File: src/rtl/operand_fetch.sv
// Decode-stage operand latch: forwards EX/MEM/WB results onto RS/RT, stalls on load-use, feeds ID/EX.
// Optional feature: define OPFETCH_BYPASS_EN to enable forwarding; otherwise every pending write stalls.
module operand_fetch #(
    parameter int unsigned W    = 32,
    parameter int unsigned CNTW = 16
) (
    input  logic            CLK,
    input  logic            RESET,
    input  logic            IDvalid,
    input  logic [4:0]      IDRSaddr,
    input  logic [4:0]      IDRTaddr,
    input  logic [4:0]      IDRDaddr,
    input  logic [W-1:0]    RS,
    input  logic [W-1:0]    RT,
    input  logic            EXwen,
    input  logic            EXload,
    input  logic [4:0]      EXaddr,
    input  logic [W-1:0]    EXdata,
    input  logic            MEMwen,
    input  logic [4:0]      MEMaddr,
    input  logic [W-1:0]    MEMdata,
    input  logic            WBwen,
    input  logic [4:0]      WBaddr,
    input  logic [W-1:0]    WBdata,
    input  logic            EXhold,
    input  logic            Flush,
    output logic            IDstall,
    output logic            OPvalid,
    output logic [W-1:0]    OPA,
    output logic [W-1:0]    OPB,
    output logic [4:0]      OPRDaddr,
    output logic [CNTW-1:0] StallCnt
);
    localparam logic [CNTW-1:0] CNT_MAX = '1;

    logic [W-1:0] opa_sel;
    logic [W-1:0] opb_sel;
    logic         lu;

`ifdef OPFETCH_BYPASS_EN
    // Youngest producer wins; an EX load has no data yet and is left to the stall.
    always_comb begin
        opa_sel = RS;
        if (IDRSaddr == 5'd0)                              opa_sel = {W{1'b0}};
        else if (EXwen && !EXload && EXaddr == IDRSaddr)   opa_sel = EXdata;
        else if (MEMwen && MEMaddr == IDRSaddr)            opa_sel = MEMdata;
        else if (WBwen && WBaddr == IDRSaddr)              opa_sel = WBdata;
    end

    always_comb begin
        opb_sel = RT;
        if (IDRTaddr == 5'd0)                              opb_sel = {W{1'b0}};
        else if (EXwen && !EXload && EXaddr == IDRTaddr)   opb_sel = EXdata;
        else if (MEMwen && MEMaddr == IDRTaddr)            opb_sel = MEMdata;
        else if (WBwen && WBaddr == IDRTaddr)              opb_sel = WBdata;
    end

    always_comb begin
        lu = IDvalid && EXwen && EXload && (EXaddr != 5'd0) &&
             ((EXaddr == IDRSaddr) || (EXaddr == IDRTaddr));
    end
`else
    logic rs_busy;
    logic rt_busy;
    logic unused_fwd;

    // Without bypass any in-flight write to a source must drain to the register file first.
    always_comb begin
        opa_sel = (IDRSaddr == 5'd0) ? {W{1'b0}} : RS;
        opb_sel = (IDRTaddr == 5'd0) ? {W{1'b0}} : RT;
        rs_busy = (IDRSaddr != 5'd0) &&
                  ((EXwen && EXaddr == IDRSaddr) || (MEMwen && MEMaddr == IDRSaddr) ||
                   (WBwen && WBaddr == IDRSaddr));
        rt_busy = (IDRTaddr != 5'd0) &&
                  ((EXwen && EXaddr == IDRTaddr) || (MEMwen && MEMaddr == IDRTaddr) ||
                   (WBwen && WBaddr == IDRTaddr));
        lu      = IDvalid && (rs_busy || rt_busy);
    end

    assign unused_fwd = ^{EXload, EXdata, MEMdata, WBdata};
`endif

    assign IDstall = EXhold | lu;

    // ID/EX register: flush beats hold, hold beats bubble.
    always_ff @(posedge CLK or posedge RESET) begin
        if (RESET) begin
            OPvalid  <= 1'b0;
            OPA      <= {W{1'b0}};
            OPB      <= {W{1'b0}};
            OPRDaddr <= 5'd0;
        end else if (Flush) begin
            OPvalid <= 1'b0;
        end else if (!EXhold) begin
            if (lu) begin
                OPvalid <= 1'b0;
            end else begin
                OPvalid  <= IDvalid;
                OPA      <= opa_sel;
                OPB      <= opb_sel;
                OPRDaddr <= IDRDaddr;
            end
        end
    end

    // Saturating count of bubbles actually inserted by hazards.
    always_ff @(posedge CLK or posedge RESET) begin
        if (RESET) begin
            StallCnt <= {CNTW{1'b0}};
        end else if (lu && !EXhold && !Flush && (StallCnt != CNT_MAX)) begin
            StallCnt <= StallCnt + CNTW'(1);
        end
    end

endmodule
File: config.mk
export PLATFORM = sky130hd
export DESIGN_NAME = operand_fetch
export DESIGN_NICKNAME = d
export VERILOG_FILES = /design/src/rtl/operand_fetch.sv
export SDC_FILE = /design/constraint.sdc
export NUM_CORES = 1
export LEC_CHECK = 0
export ABC_AREA = 1
export BUFFER_PORTS_ARGS = -buffer_cell sky130_fd_sc_hd__buf_2
export CAP_MARGIN = 5
export CORE_AREA = 2 2 124 126
export CTS_CLUSTER_SIZE = 40
export DETAILED_ROUTE_END_ITERATION = 10
export DIE_AREA = 0 0 126 128
export PLACE_DENSITY = 0.62
export SETUP_SLACK_MARGIN = 0.15
export SYNTH_ARGS = -nofsm -noshare
export SYNTH_HDL_FRONTEND = slang
export SYNTH_SLANG_ARGS = --single-unit
export TNS_END_PERCENT = 50
File: constraint.sdc
create_clock -name CLK -period 2.8 [get_ports CLK]
set_input_delay 0.28 -clock CLK [delete_from_list [all_inputs] [get_ports CLK]]
set_output_delay 0.28 -clock CLK [all_outputs]
set_load 0.03 [all_outputs]
Yosys cells after proc, flatten, opt, wreduce, memory -nomap -nowiden
Cells that the tools add are included.

Mux-type cells: 5. Equal/unequal tests: 8. Add/subtract/negate cells: 1. Reductions and logical operators: 24. Bitwise operators: 4.

Operators with widths (number): $mux 32 (2); $eq 5x5->1 (6); $add 16x1->16 const B (1); $ne 16x16->1 const B (1); $logic_and 1x1->1 (12); $logic_not 5->1 (2); $reduce_bool 5->1 (2); $logic_or 1x1->1 (5); $mux 1 (3); $not 1->1 (3); $reduce_and 3->1 (1); $logic_not 1->1 (2); $ne 2x1->1 const B (1); $or 1x1->1 (1).

Input port bits: 199. Output and inout bits: 87. Bits in registers: 86.

Depth between registers and ports, before layout
Gate-level depths: netlist of the first run.

Word-level depth: 10. Depth in mapped cells: 14. Depth with buffers taken out: 12.

Worst setup path before layout of the first run
Ideal clock, no wire load.

Path kind: flip-flop to flip-flop. Start: register StallCnt[0]. End: register StallCnt[2]. Cell stages (with the launch flop): 12. Data required time: 2.683 ns. Path buffers: 1. Setup time: 0.117 ns. Path slack: 0.779 ns. Period minus slack after synthesis: 2.021 ns. Arrival: 1.904 ns. Cells stage by stage: dfrtp_1 ha_1 nand3_2 nor3b_4 nand2_2 nor2_2 nand4_1 nand3_1 nor2_2 buf_6 nand2_1 nand2_1.

Cells in the longest elaborated chain, start to end: 2. Elaborated cells on any way between the ends: 3. Those cells by class: add/sub: 1; eq/ne: 1; reduce/logical: 1.

Ends and longest elaborated chain: start, declared (line 32) `output logic [CNTW-1:0] StallCnt`; start signal, assigned (line 109) `StallCnt <= {CNTW{1'b0}};`; start signal, assigned (line 111) `StallCnt <= StallCnt + CNTW'(1);`; branches (longest 2 deep; another with $add 16x1->16).

Parallel ways; which one is timed is not known. A chain may end at the register's enable or synchronous reset.

Worst setup path after layout of the first run
Start: register StallCnt[0]. End: register StallCnt[5].

The elaborated chain is that of the path after synthesis.

==> reports/summary.txt, run 1 <==
CLOCKING
-------------------------------------------------------------------------------------------------
TritonCTS Buffers                                                                               9
Root buffer cell                                                                        clkbuf_16
Buffers inserted during post-CTS setup optimization                                             0
Number of gates resized after cts                                                               0
Clock slew at the register clock pins of the worst setup and hold paths                   0.07 ns
Maximum number of buffers from clock root to sink                                               2
Number of sinks driven by the clock tree                                                       86
Clock tree from TritonCTS                                                                   built
Post-cts hold buffer count                                                                      0
Clock latency of the later-clocked register in the worst-skew pair                        0.34 ns
Htree depth                                                                                     3

PLACED DESIGN
-------------------------------------------------------------------------------------------------
Count of port buffers added during placement                                                  188
Post-place setup slack                                                                   0.736 ns
Routability cong.                                                                           0.815
Half-perimeter wire length after detailed placement                                  8530 microns

CRITICAL PATH
-------------------------------------------------------------------------------------------------
Endpoint class of the critical path                                                          flop
Buffer and inverter count on the worst path                                                     0
Category of the most critical setup path                                                  reg2reg
Required time of the critical path                                                        3.08 ns
Crit start category                                                                          flop
Cell with the biggest individual delay on the critical path                               dfrtp_1
Delay of the slowest critical-path stage                                                  0.41 ns
Worst path cell trace                                                                ha_1 > nand3_2 > nor3b_4 > nand2_2 > nor2_2 > nand4_1 > nand4_2 > nand2_1 > nand2_1
Arr. time, crit path                                                                      2.29 ns
Largest delay contributor family on the critical path                                simple AND/OR/NAND/NOR gates
Largest driver fanout on the critical path                                                     16
Cell repeated most along the worst path                                                   nand2_1

FINAL LAYOUT
-------------------------------------------------------------------------------------------------
Most used cells in the layout excluding fill and tap cells                           nand2_1 (262), buf_2 (188), dfrtp_1 (86)
Share of the core filled with cells in the final layout                                     38.6%
Share of cells above drive strength 1                                                       33.1%
Multi-input gate area                                                                0.00191 sq mm
Fin nets                                                                                      948
Most common library cell in the layout ignoring fill and taps                             nand2_1
Filler cell count in the final layout                                                       1,603
Storage cell area                                                                    0.00215 sq mm
Area grow syn2layout                                                                        30.9%

SYNTHESIS
-------------------------------------------------------------------------------------------------
Number of distinct library cell variants in the gate-level netlist after synthesis             27
Yosys warning total                                                                             0
Number of nets produced by synthesis                                                          766
Register bit count reported by yosys                                                           86
Mean area per synthesized cell                                                         7.75 sq um
Synthesized instance count                                                                    566
Sequential fraction of the synthesis area                                                   49.0%
Netlist area before placement                                                        0.00439 sq mm

STA
-------------------------------------------------------------------------------------------------
Final clock skew                                                                       0.00253 ns
RSZ-0062 raised after global routing                                                        false
Tightest slew margin relative to the limit                                                  54.5%
Count of pins over their slew limit                                                             0
Final worst-path setup slack                                                             0.785 ns
Minimum clock period after layout                                                         2.02 ns
Tcrit/Tclk final                                                                            72.0%
Max Clk Rate                                                                              496 MHz
Final sum of negative setup slack                                                            0 ns
Count of final hold-check violations                                                            0
Worst-margin pin slew                                                                    0.682 ns
Count of endpoints failing setup in the final report                                            0

POWER AND IR DROP
-------------------------------------------------------------------------------------------------
Worst-case vdd ir drop                                                                 0.000239 V
Total power divided by cell area                                                      652 mW/mm^2
Static leakage                                                                            3.36 nW

FLOORPLAN
-------------------------------------------------------------------------------------------------
Area of the core                                                                     0.0149 sq mm
Effective utilization at floorplan                                                          29.5%
Die span in x                                                                         126 microns
Vertical die dimension                                                                128 microns
Floorplan die area                                                                   0.0161 sq mm
Count of standard-cell rows                                                                    45
Ports                                                                                         286

GLOBAL ROUTE
-------------------------------------------------------------------------------------------------
Final global-route overflow total                                                               0
Maximum number of pins on one net before global-route repair                                  132
Total Routing Usage GR                                                                      14.7%
Initial antenna violation count                                                                 1
Via count of the first global-routing pass                                                  3,762
Global-route wire length before repair                                               19,000 microns

DETAILED ROUTING
-------------------------------------------------------------------------------------------------
Detailed-route wire length per cell                                                  12.5 microns
Vias post-DR                                                                                4,075
Iter 0 DRT Violations                                                                         121
First-pass DRT Iterations                                                                       4
Via-per-instance ratio                                                                       4.33
Final WL                                                                             11,800 microns
ANT nets after route                                                                            0
Remaining routing DRC violations                                                                0

OUTCOME
-------------------------------------------------------------------------------------------------
Outcome                                                                              finished, final reports clean

RUN
-------------------------------------------------------------------------------------------------
Max cap viols                                                                                   0

MIN PATH
-------------------------------------------------------------------------------------------------
Tightest Hold Check Type                                                                 in2async

-- layout make-up --
cell class	count	area share, %
inverters	35	2.31
repair buffers	193	17.5
clock buffers	10	4.16
clock inverters	6	1.18
well taps	188	4.09
multi-input cells	423	33.3
diodes	1	0.0436
flip-flops and latches	86	37.5
-- cell families (layout without fill, tap and decap cells) --
family          Yosys count  count (layout)  synth area share (%)
simple gates            336             336                  31.4
flops                    86              86                  49.0
compound gates           72              72                  9.12
buf+inv                  57             244                  7.39
xor+xnor                 14              14                  2.79
fa+ha+maj                 1               1                 0.285
other cells               0               1                     0
-- Yosys cell counts --
master,n,share of area (%)
nand3_2,1,0.23
nand2_2,12,1.7
buf_8,5,1.7
ha_1,1,0.29
a21oi_1,3,0.34
o21bai_1,1,0.17
inv_1,25,2.1
nor3_1,4,0.46
dfrtp_1,86,49
nor2_2,2,0.29
buf_6,4,1.0
inv_2,10,0.86
buf_12,1,0.46
nand3_1,20,2.3
nor2_1,29,2.5
xor2_1,11,2.2
o21ai_2,10,2.0
clkbuf_1,6,0.51
xnor2_1,3,0.60
o21ai_1,57,6.5
nand2_4,2,0.51
nand4_2,1,0.29
nor3b_4,1,0.43
nand4_1,2,0.29
buf_2,6,0.68
o21ai_0,1,0.11
nand2_1,262,22
-- routing by layer --
| layer | part of all wire (%) | GRT usage [%] |
|---|---|---|
| met5 | 0 | 0 |
| met3 | 5.8 | 3.67 |
| met4 | 1.5 | 6.08 |
| met2 | 45 | 22.4 |
| met1 | 48 | 20.0 |
-- sequential cells by signal, indices dropped and copies added (netlist names) --
name,cells
OPA,32
OPB,32
StallCnt,16
OPRDaddr,5
OPvalid,1
-- metrics by stage --
stage,instance area (sq um),instances,hold WS (ns),power [mW]
2_1_floorplan,4390,566,0.425,2.21
3_3_place_gp,5440,925,0.408,2.53
3_5_place_dp,5440,925,0.405,2.55
4_1_cts,5740,941,0.0291,3.81
5_1_grt,5740,942,0.0693,3.96
6_report,5740,942,0.0255,3.75
-- path summary, 6_finish.rpt --
path | start | end | slack [ns] | depth (start not counted)
max reg2reg | StallCnt[0] | StallCnt[5] | 0.78 | 9
max | StallCnt[0] | StallCnt[5] | 0.78 | 9
min in group CLK | IDRDaddr[1] | OPRDaddr[1] | 0.17 | 3
min | RESET | OPB[29] | 0.03 | 2
min reg2reg | OPRDaddr[4] | OPRDaddr[4] | 0.47 | 2
max in group asynchronous | RESET | OPB[24] | 2.08 | 3
-- power breakdown --
group	internal, mW	total [mW]	switching [mW]
Combinational	0.309	0.997	0.688
Clock	0.721	1.24	0.517
Sequential	1.41	1.51	0.0978
Total	2.44	3.75	1.30
No activity file was read; power rests on OpenSTA's default activity.
==> inputs of run 2 (changes only) <==
--- a/config.mk
+++ b/config.mk
@@ -5,14 +5,14 @@
 export SDC_FILE = /design/constraint.sdc
 export NUM_CORES = 1
 export LEC_CHECK = 0
-export ABC_AREA = 1
+export ABC_AREA = 0
 export BUFFER_PORTS_ARGS = -buffer_cell sky130_fd_sc_hd__buf_2
 export CAP_MARGIN = 5
-export CORE_AREA = 2 2 124 126
+export CORE_AREA = 2 2 122 124
 export CTS_CLUSTER_SIZE = 40
 export DETAILED_ROUTE_END_ITERATION = 10
-export DIE_AREA = 0 0 126 128
-export PLACE_DENSITY = 0.62
+export DIE_AREA = 0 0 124 126
+export PLACE_DENSITY = 0.65
 export SETUP_SLACK_MARGIN = 0.15
 export SYNTH_ARGS = -nofsm -noshare
 export SYNTH_HDL_FRONTEND = slang
==> constraint.sdc (replaced) <==
create_clock -name CLK -period 1.7 [get_ports CLK]
set_input_delay 0.17 -clock CLK [delete_from_list [all_inputs] [get_ports CLK]]
set_output_delay 0.17 -clock CLK [all_outputs]
set_load 0.03 [all_outputs]
==> run 2 against run 1 <==
  * The flow now finishes with violations (negative setup slack)
  * Clock power increased by 72%
  * Utilization increased by 7.0 points
  * Register-to-register slack got worse by 0.67 ns
  * Sequential share of layout area decreased by 4.6 points
  * Clock-buffer cell count increased by 2
  * Cell count decreased by 11%
  * Flip-flop and latch count unchanged
  * Die area decreased by 3.1%
  * Wire length increased by 2.5%
  * Via count decreased by 9.7%
  * Design area increased by 14%
  * Critical path type is now in2out
  * Critical endpoint is now IDstall
==> reports/summary.txt, run 2 <==
STA
-------------------------------------------------------------------------------------------------
Count of pins over their slew limit                                                             0
Count of final hold-check violations                                                            0
Worst-margin pin slew                                                                    0.497 ns
Final worst-path setup slack                                                           -0.0469 ns
Count of endpoints failing setup in the final report                                           20
Tcrit/Tclk final                                                                             103%
Final clock skew                                                                       0.00330 ns
Tightest slew margin relative to the limit                                                  66.9%
Max Clk Rate                                                                              572 MHz
Minimum clock period after layout                                                         1.75 ns
RSZ-0062 raised after global routing                                                         true

GLOBAL ROUTE
-------------------------------------------------------------------------------------------------
Total Routing Usage GR                                                                      15.4%
Maximum number of pins on one net before global-route repair                                   87
Via count of the first global-routing pass                                                  3,711
Global-route wire length before repair                                               18,600 microns
Final global-route overflow total                                                               0
Initial antenna violation count                                                                 0

FLOORPLAN
-------------------------------------------------------------------------------------------------
Ports                                                                                         286
Floorplan die area                                                                   0.0156 sq mm
Count of standard-cell rows                                                                    44
Vertical die dimension                                                                126 microns
Area of the core                                                                     0.0143 sq mm
Effective utilization at floorplan                                                          29.4%
Die span in x                                                                         124 microns

DETAILED ROUTING
-------------------------------------------------------------------------------------------------
Vias post-DR                                                                                3,678
Final WL                                                                             12,100 microns
ANT nets after route                                                                            0
First-pass DRT Iterations                                                                       4
Detailed-route wire length per cell                                                  14.4 microns
Iter 0 DRT Violations                                                                         195
Via-per-instance ratio                                                                       4.38
Remaining routing DRC violations                                                                0

SYNTHESIS
-------------------------------------------------------------------------------------------------
Register bit count reported by yosys                                                           86
Netlist area before placement                                                        0.00422 sq mm
Post-synth top area share                                                                   51.1%
Most frequently used cell type in the post-synthesis netlist                              dfrtp_1
Mean area per synthesized cell                                                         10.3 sq um
Synthesized instance count                                                                    409
Ys flop type                                                                              dfrtp_1
Top area cells in the synthesized netlist                                            dfrtp_1 (51%), mux2i_1 (15%), xnor2_1 (6.6%)
Yosys warning total                                                                             0
Synth area leader                                                                         dfrtp_1
Number of nets produced by synthesis                                                          609
Number of flops mapped to enable cells by yosys                                                 0
Async set-reset flop share out of synthesis                                                  100%
Sequential fraction of the synthesis area                                                   51.1%
Most instantiated cells after synthesis                                              dfrtp_1 (86), nand2_1 (72), inv_1 (65)
Number of distinct library cell variants in the gate-level netlist after synthesis             28

FINAL LAYOUT
-------------------------------------------------------------------------------------------------
Final Instance Count excl. Fillers                                                            840
Share of cells above drive strength 1                                                       44.4%
Inserted Diodes                                                                                 0
Most common library cell in the layout ignoring fill and taps                               buf_2
Area grow syn2layout                                                                        55.1%
Summed area of non-filler cells in the final layout                                  0.00654 sq mm
Largest registers                                                                    OPA: 32 flops, OPB: 32 flops, StallCnt: 16 flops
Fin nets                                                                                      851
Most used cells in the layout excluding fill and tap cells                           buf_2 (176), dfrtp_1 (86), nand2_1 (71)

CRITICAL PATH
-------------------------------------------------------------------------------------------------
Worst setup startpoint                                                                 MEMaddr[3]
Endpoint class of the critical path                                                    output pin
Worst R2R Start                                                                       StallCnt[6]
Arr. time, crit path                                                                      1.58 ns
Category of the most critical setup path                                                   in2out
Largest driver fanout on the critical path                                                      2
Required time of the critical path                                                        1.53 ns
Crit start category                                                                  primary input

CLOCKING
-------------------------------------------------------------------------------------------------
Clock tree from TritonCTS                                                                   built
Root buffer cell                                                                        clkbuf_16
Maximum number of buffers from clock root to sink                                               2
Clock latency of the later-clocked register in the worst-skew pair                        0.34 ns
TritonCTS Buffers                                                                               9
Clock slew at the register clock pins of the worst setup and hold paths                   0.07 ns
Number of sinks driven by the clock tree                                                       86
Htree depth                                                                                     3

RUN
-------------------------------------------------------------------------------------------------
Max cap viols                                                                                   0

POWER AND IR DROP
-------------------------------------------------------------------------------------------------
Worst-case vdd ir drop                                                                 0.000573 V
Total power divided by cell area                                                     1030 mW/mm^2
Static leakage                                                                            3.51 nW

OUTCOME
-------------------------------------------------------------------------------------------------
Failing checks                                                                       negative setup slack
Outcome                                                                              finished with violations

MIN PATH
-------------------------------------------------------------------------------------------------
Tightest Hold Check Type                                                                   in2reg
Start point of the worst min-delay path                                               IDRDaddr[4]

PLACED DESIGN
-------------------------------------------------------------------------------------------------
Routability cong.                                                                           0.841
Post-Place Cell Area                                                                 0.00560 sq mm
Half-perimeter wire length after detailed placement                                  8000 microns
Number of placed cells counting well taps                                                     800
Count of port buffers added during placement                                                  188

[run 2: cell count changes after synthesis, moves of 10 or more]
cell,previous run,this run
inv_2,10,0
xnor2_1,3,32
o21ai_1,57,0
nor2_1,29,4
nand2_2,12,0
inv_1,25,65
nand4_1,2,13
mux2i_1,0,64
nand3_1,20,10
nand2_1,262,72
[run 2: kinds of logic after synthesis]
kind of cell	after synthesis	share of synthesized area, %
and+or+nand+nor	121	13.0
DFF	86	51.1
buffers and inverters	81	8.25
muxes	71	17.1
xor gates and xnor gates	44	9.14
AOI/OAI and AO/OA	5	1.16
adders and majority gates	1	0.297
[run 2: final timing paths]
kind	to	slack, ns	cells after the start
setup / recovery	IDstall	-0.05	9
hold / removal	OPRDaddr[4]	0.06	2
setup reg to reg	StallCnt[3]	0.11	8
hold reg to reg	StallCnt[15]	0.49	1
max in group asynchronous	OPB[25]	0.78	4
min in group asynchronous	OPA[12]	0.49	4
[run 2: area by class of cell]
cell class / instances / area (sq um)
Inverter: 65 / 248
Clock buffer: 12 / 246
Multi-Input combinational cell: 242 / 1860
Timing Repair Buffer: 247 / 1740
Clock inverter: 4 / 70.1
Tap cell: 184 / 230
Sequential cell: 86 / 2150
Fill cell: 1371 / 7770
[run 2: through the flow]
| stage | worst slack, ns | utilization [%] | hold WS [ns] | TNS [ns] | power, mW |
|---|---|---|---|---|---|
| 2_1_floorplan | -0.378 | - | 0.233 | -5.48 | 3.73 |
| 3_3_place_gp | -0.772 | 39.2 | 0.341 | -53.25 | 4.39 |
| 3_5_place_dp | -0.879 | 39.2 | 0.346 | -57.21 | 4.42 |
| 4_1_cts | -0.0196 | 44.0 | 0.0427 | -0.0196 | 6.71 |
| 5_1_grt | -0.103 | 45.7 | 0.0497 | -1.68 | 7.07 |
| 6_report | -0.0469 | 45.7 | 0.0619 | -0.356 | 6.71 |
[run 2: worst max-delay path, cell delays in order]
cell and delay (ns):
buf_8 0.09, xor2_1 0.15, nor4_1 0.32, and3_1 0.22
o21ai_2 0.08, a21boi_4 0.19, buf_8 0.12, or2_4 0.11
buf_6 0.12
[run 2: timing repair]
item | CTS | global route
endpoints found under the hold margin | 86 | 0
gates resized for setup | 48 | 22
pin swaps | 24 | 14
gates cloned | 4 | 6
endpoints found under the setup margin | 86 | 86
buffers inserted | 9 | 4
hold buffers | 1 | 0
[run 2: power breakdown]
group	total (mW)	switching [mW]	internal, mW
registers	2.54	0.176	2.36
logic	2.03	1.25	0.780
clock network	2.13	0.809	1.32
total	6.71	2.24	4.47
[run 2: layer usage]
metal  global-route usage (%)  wire, microns
met4                     4.36            158
met1                     19.7           5270
met5                        0              0
met2                     25.4           5910
met3                     4.21            742
